<file path="src/rtl/pulse_gen_pkg.sv">
// Shared defaults for the pulse generator / timestamp FIFO slice.
// No ports; constants only.
package pulse_gen_pkg;
  localparam int TS_WIDTH_DEF   = 16;
  localparam int DEPTH_LN2_DEF  = 3;
  localparam int DROP_WIDTH_DEF = 8;
endpackage

</file>
<file path="src/rtl/pulse_timestamp_fifo_if.sv">
// Bus between pulse source / stamp consumer and the timestamp FIFO.
// master: drives ce, clear, pulse_in, ts_ready; slave: drives stamps and status.
interface pulse_timestamp_fifo_if
  import pulse_gen_pkg::*;
#(
  parameter int TS_WIDTH   = TS_WIDTH_DEF,
  parameter int DEPTH_LN2  = DEPTH_LN2_DEF,
  parameter int DROP_WIDTH = DROP_WIDTH_DEF
);
  logic                  ce;
  logic                  clear;
  logic                  pulse_in;
  logic [TS_WIDTH-1:0]   ts_data;
  logic                  ts_valid;
  logic                  ts_ready;
  logic [DEPTH_LN2:0]    fifo_level;
  logic                  overflow;
  logic [DROP_WIDTH-1:0] drop_count;

  modport master (
    output ce, clear, pulse_in, ts_ready,
    input  ts_data, ts_valid, fifo_level, overflow, drop_count
  );

  modport slave (
    input  ce, clear, pulse_in, ts_ready,
    output ts_data, ts_valid, fifo_level, overflow, drop_count
  );
endinterface

</file>
<file path="src/rtl/ts_sync_fifo.sv">
// First-word-fall-through FIFO with registered head, MSB-compare pointers.
// Ports: clk, rst_n, push, pop, flush, din -> dout, full, empty, level.
module ts_sync_fifo #(
  parameter int WIDTH     = 16,
  parameter int DEPTH_LN2 = 3
) (
  input  logic                 clk,
  input  logic                 rst_n,
  input  logic                 push,
  input  logic                 pop,
  input  logic                 flush,
  input  logic [WIDTH-1:0]     din,
  output logic [WIDTH-1:0]     dout,
  output logic                 full,
  output logic                 empty,
  output logic [DEPTH_LN2:0]   level
);
  localparam int DEPTH = 1 << DEPTH_LN2;
  localparam logic [DEPTH_LN2:0] ONE = 1;

  logic [WIDTH-1:0]     mem [DEPTH];
  logic [DEPTH_LN2:0]   wr_ptr;
  logic [DEPTH_LN2:0]   rd_ptr;
  logic [DEPTH_LN2-1:0] wr_idx;
  logic [DEPTH_LN2-1:0] rd_nxt;

  assign wr_idx = wr_ptr[DEPTH_LN2-1:0];
  assign rd_nxt = rd_ptr[DEPTH_LN2-1:0] + ONE[DEPTH_LN2-1:0];
  assign empty  = (wr_ptr == rd_ptr);
  assign full   = (wr_ptr[DEPTH_LN2] != rd_ptr[DEPTH_LN2]) &&
                  (wr_idx == rd_ptr[DEPTH_LN2-1:0]);
  assign level  = wr_ptr - rd_ptr;

  always_ff @(posedge clk) begin
    if (push && !flush) mem[wr_idx] <= din;
  end

  always_ff @(posedge clk or negedge rst_n) begin
    if (!rst_n) begin
      wr_ptr <= '0;
      rd_ptr <= '0;
    end else if (flush) begin
      wr_ptr <= '0;
      rd_ptr <= '0;
    end else begin
      if (push) wr_ptr <= wr_ptr + ONE;
      if (pop)  rd_ptr <= rd_ptr + ONE;
    end
  end

  // Head register: keeps its last value once the FIFO runs dry.
  always_ff @(posedge clk or negedge rst_n) begin
    if (!rst_n) begin
      dout <= '0;
    end else if (!flush) begin
      if (pop) begin
        if (level > ONE) dout <= mem[rd_nxt];
        else if (push)   dout <= din;
      end else if (empty && push) begin
        dout <= din;
      end
    end
  end
endmodule

</file>
<file path="src/rtl/pulse_timestamp_fifo.sv">
// Stamps generator pulses with a free-running ce-cycle count and buffers them.
// Ports: clk, rst_n, bus (slave): ce, clear, pulse_in, ts_* handshake, status.
module pulse_timestamp_fifo
  import pulse_gen_pkg::*;
#(
  parameter int TS_WIDTH   = TS_WIDTH_DEF,
  parameter int DEPTH_LN2  = DEPTH_LN2_DEF,
  parameter int DROP_WIDTH = DROP_WIDTH_DEF
) (
  input  logic                  clk,
  input  logic                  rst_n,
  pulse_timestamp_fifo_if.slave bus
);
  localparam logic [TS_WIDTH-1:0]   TS_ONE   = 1;
  localparam logic [DROP_WIDTH-1:0] DROP_ONE = 1;

  logic [TS_WIDTH-1:0]   ts;
  logic                  push_req;
  logic                  pop;
  logic                  push;
  logic                  drop;
  logic                  full;
  logic                  empty;
  logic                  ovf;
  logic [DROP_WIDTH-1:0] drops;

  assign push_req = bus.pulse_in & bus.ce & ~bus.clear;
  assign pop      = ~empty & bus.ts_ready & ~bus.clear;
  // A pop in the same cycle frees the slot a full FIFO needs.
  assign push     = push_req & (~full | pop);
  assign drop     = push_req & full & ~pop;

  assign bus.ts_valid   = ~empty;
  assign bus.overflow   = ovf;
  assign bus.drop_count = drops;

  always_ff @(posedge clk or negedge rst_n) begin
    if (!rst_n)      ts <= '0;
    else if (bus.ce) ts <= ts + TS_ONE;
  end

  always_ff @(posedge clk or negedge rst_n) begin
    if (!rst_n) begin
      ovf   <= 1'b0;
      drops <= '0;
    end else if (bus.clear) begin
      ovf   <= 1'b0;
      drops <= '0;
    end else if (drop) begin
      ovf <= 1'b1;
      if (drops != '1) drops <= drops + DROP_ONE;
    end
  end

  ts_sync_fifo #(
    .WIDTH     (TS_WIDTH),
    .DEPTH_LN2 (DEPTH_LN2)
  ) u_fifo (
    .clk   (clk),
    .rst_n (rst_n),
    .push  (push),
    .pop   (pop),
    .flush (bus.clear),
    .din   (ts),
    .dout  (bus.ts_data),
    .full  (full),
    .empty (empty),
    .level (bus.fifo_level)
  );
endmodule

</file>
<file path="src/flat_wrapper.sv">
// flat-port wrapper written by rule: the top's interface ports become plain ports
module pulse_timestamp_fifo_flat import pulse_gen_pkg::*;
#(
  parameter int TS_WIDTH   = TS_WIDTH_DEF,
  parameter int DEPTH_LN2  = DEPTH_LN2_DEF,
  parameter int DROP_WIDTH = DROP_WIDTH_DEF
)
  (clk, rst_n, bus_ce, bus_clear, bus_pulse_in, bus_ts_ready, bus_ts_data, bus_ts_valid, bus_fifo_level, bus_overflow, bus_drop_count);
  pulse_timestamp_fifo_if #(.TS_WIDTH(TS_WIDTH), .DEPTH_LN2(DEPTH_LN2), .DROP_WIDTH(DROP_WIDTH)) bus_i ();
  input  logic clk;
  input  logic rst_n;
  input wire logic [$bits(bus_i.ce)-1:0] bus_ce;
  input wire logic [$bits(bus_i.clear)-1:0] bus_clear;
  input wire logic [$bits(bus_i.pulse_in)-1:0] bus_pulse_in;
  input wire logic [$bits(bus_i.ts_ready)-1:0] bus_ts_ready;
  output wire logic [$bits(bus_i.ts_data)-1:0] bus_ts_data;
  output wire logic [$bits(bus_i.ts_valid)-1:0] bus_ts_valid;
  output wire logic [$bits(bus_i.fifo_level)-1:0] bus_fifo_level;
  output wire logic [$bits(bus_i.overflow)-1:0] bus_overflow;
  output wire logic [$bits(bus_i.drop_count)-1:0] bus_drop_count;
  assign bus_i.ce = bus_ce;
  assign bus_i.clear = bus_clear;
  assign bus_i.pulse_in = bus_pulse_in;
  assign bus_i.ts_ready = bus_ts_ready;
  assign bus_ts_data = bus_i.ts_data;
  assign bus_ts_valid = bus_i.ts_valid;
  assign bus_fifo_level = bus_i.fifo_level;
  assign bus_overflow = bus_i.overflow;
  assign bus_drop_count = bus_i.drop_count;
  pulse_timestamp_fifo #(.TS_WIDTH(TS_WIDTH), .DEPTH_LN2(DEPTH_LN2), .DROP_WIDTH(DROP_WIDTH)) u_core (.clk(clk), .rst_n(rst_n), .bus(bus_i));
endmodule
</file>
<file path="config.mk">
export PLATFORM = sky130hd
export DESIGN_NAME = pulse_timestamp_fifo_flat
export DESIGN_NICKNAME = d
export VERILOG_FILES = /design/src/rtl/pulse_gen_pkg.sv /design/src/rtl/pulse_timestamp_fifo_if.sv /design/src/rtl/ts_sync_fifo.sv /design/src/rtl/pulse_timestamp_fifo.sv /design/src/flat_wrapper.sv
export SDC_FILE = /design/constraint.sdc
export NUM_CORES = 1
export LEC_CHECK = 0
export ABC_CLOCK_PERIOD_IN_PS = 4200
export CAP_MARGIN = 20
export CORE_MARGIN = 1.5
export CORE_UTILIZATION = 55
export CTS_BUF_LIST = sky130_fd_sc_hd__clkbuf_16
export DETAILED_ROUTE_END_ITERATION = 10
export PLACE_DENSITY = 0.71
export SYNTH_ARGS = -nofsm -noshare
export SYNTH_HDL_FRONTEND = slang
export SYNTH_SLANG_ARGS = --single-unit
</file>
<file path="constraint.sdc">
create_clock -name clk -period 4.2 [get_ports clk]
set_clock_uncertainty 0.2 [all_clocks]
set_input_delay 0.84 -clock clk [delete_from_list [all_inputs] [get_ports clk]]
set_output_delay 0.84 -clock clk [all_outputs]
set_load 0.03 [all_outputs]
</file>
==> flow_summary.ini <==
[routing]
dr.pass1.iters = 5
via_per_inst = 6.03
wl_met3_um = 872
ant_nets = 0
met2_wirelength_um = 7950
drc = 0
vias = 4560
top_layer = met4
drt_iter0_drc = 477
wl_met1_um = 6840
totalWireLength_um = 15900
drt-wirelength-per-cell_um = 21.1

[floorplanning]
dieWidth_um = 119
die-area_um2 = 14200
die_h_um = 119
core-area_um2 = 13200
start_util_pct = 56.1
rows = 42
io_pins = 36

[sta]
tns_ps = 0
clock.fmax_mhz = 280
final-max-slew-violation-count = 0
setup_ws_ps = 632
setup_violations = 0
period_needed_ps = 3570
rsz0062_at_grt = no
fin_crit_sh_pct = 85.0
relSlewSlack_pct = 37.9
worst_pin_slew_ps = 925
hold_viol = 0

[finish]
multi_input_area_um2 = 2190
fill_cells = 943
nets = 581
syn2layout_area_growth_pct = 16.8
antennaDiodeCount = 0
fin_util_pct = 65.5
drive_above_1_share_pct = 11.4
register_area_um2 = 5070
layoutNonFillerInstCount = 756

[power_and_ir_drop]
cellLeakagePower_nw = 2.96
vdd_drop_max_uv = 304
p_per_area_nw_per_um2 = 566
power_mw = 4.89

[synth]
ys_seq_elements = 177
synth_edf_count = 128
syn_nets = 528
ys_warn_count = 0
synth-adder-area-share_pct = 1.45
synth_top_family_by_area = multiplexers
synth_compound_area_share_pct = 8.27
syn-cell-area_um2 = 7400
synth_area_per_cell_um2 = 14.4
synth_flop_cell = edfxtp_1
synth-simple-area-share_pct = 7.20
netlist_instances = 514
synth_xor_xnor_area_share_pct = 3.67
synth.area.mux_share_pct = 8.81
synth_cell_types = 42
ys_seq_area_share_pct = 68.5
async_flop_share_pct = 27.7

[run]
maxCapViolCount = 0

[clocking]
cts_buffers = 17
clk_path_buf_depth = 2
clkLatencyLatePin_ps = 420
cts-hold-fix-buffers = 0
path_clk_slew_ps = 60
post-cts-setup-buffer-count = 0
cts_resized = 0
root_buffer = clkbuf_16
clock_sinks = 177
cts.htree.levels = 4
tritoncts = yes

[worst_setup_path]
cp.required_ps = 3160
path_class = reg -> out
start_kind = register
critPathCaptureType = output pin
crit_start = u_core.u_fifo.wr_ptr[2]
cp.arrival_ps = 2530
critPathMaxFanout = 7
r2r_start = u_core.u_fifo.wr_ptr[2]
reg2regPathDepth = 6

[global_route]
overflow = 0
antenna_found_initial = 0
grt_pass1_vias = 4535
grt_pass1_wl_um = 25100
grt_max_degree = 35
grt_usage_pct = 24.1

[outcome]
outcome = finished, final reports clean

[hold_path]
hp-class = in -> async

[place]
io_buffers = 35
dp_cells = 724
globalplace.congestion = 0.848
place_hpwl_um = 10300
pre_cts_ws_ps = 556
-- area by class of cell --
class                   instances  share of cell area (%)
clock inverters                15                    1.95
repair buffers                 61                    6.25
flip-flops and latches        177                    58.7
multi-input cells             302                    25.3
inverters                       8                   0.347
well taps                     176                    2.55
clock buffers                  17                    4.92
-- per-stage QoR --
stage / hold slack, ps / cell area, um2
final: 307 / 8640
after global routing: 367 / 8640
after CTS: 310 / 8640
after detailed placement: 318 / 8050
after global placement: 313 / 8050
after floorplan: 344 / 7400
-- cells by family (layout without fill, tap and decap cells) --
kind of cell	Yosys count	after routing
DFF	177	177
adders and majority gates	8	8
buffers and inverters	35	101
muxes	65	65
and+or+nand+nor	101	101
AOI/OAI and AO/OA	97	97
xor gates and xnor gates	31	31
-- layout by cell type, fill, tap and decap left out, drive strengths merged, types with 15 or more instances in the layout --
cell / count
edfxtp: 128
mux2i: 64
dfrtp: 49
clkdlybuf4s50: 34
a22oi: 32
nor2: 27
buf: 27
xnor2: 24
nand4: 24
o21ai: 22
a21oi: 21
clkbuf: 17
a31oi: 16
nand2: 15
-- where the power goes --
part	internal, mW	leakage, nW	switching, mW
clock	0.931	0.290	0.642
combinational	0.410	0.906	0.644
sequential	2.07	1.77	0.193
-- critical path, cell delays in order, from the launching register on --
cell	delay, ps
dfrtp_1	490
ha_1	400
a21oi_1	220
a21oi_1	150
nor2_1	150
clkdlybuf4s50_1	680
-- synthesized netlist by cell type (all sizes together), types with 2 or more instances --
cell type  instances  area (um2)
ha                 7        87.6
nor3               4        20.0
nand3              9        45.0
nor2b              2        12.5
xnor2             24         210
o31ai              2        15.0
a21oi             21         105
nand4             24         150
buf               10        61.3
o21a               2        15.0
inv                8        30.0
nand2             15        56.3
o21ai             22         114
nor4               3        18.8
a31oi             16         100
a22oi             32         240
nand3b             2        15.0
and2               4        25.0
mux2i             64         641
xor2               7        61.3
dfrtp             49        1230
edfxtp           128        3840
and3               2        12.5
clkbuf            17        65.1
nor2              27         101
or3                2        12.5
-- metal layers --
metal / track usage (%) / vias up
met2: 38.9 / 155
met1: 33.1 / 2311
met3: 3.98 / 20
met5: 0 / -
met4: 9.94 / 0
li1: - / 2074
-- worst paths after layout --
kind,to,slack [ps]
max in group asynchronous,u_core.u_fifo.dout[8],2750
min in group clk,u_core.bus.overflow,330
min reg2reg,u_core.bus.overflow,330
max,bus_fifo_level[3],630
min,u_core.bus.drop_count[2],310
max reg2reg,u_core.u_fifo.dout[14],880
-- registers in the layout, indices dropped and copies added (netlist names) --
name,cells
u_core.u_fifo.dout,16
u_core.u_fifo.wr_ptr,4
u_core.u_fifo.mem,128
u_core.ts,16
u_core.bus.overflow,1
u_core.bus.drop_count,8
u_core.u_fifo.rd_ptr,4
Power figures use the tool's default switching activity.
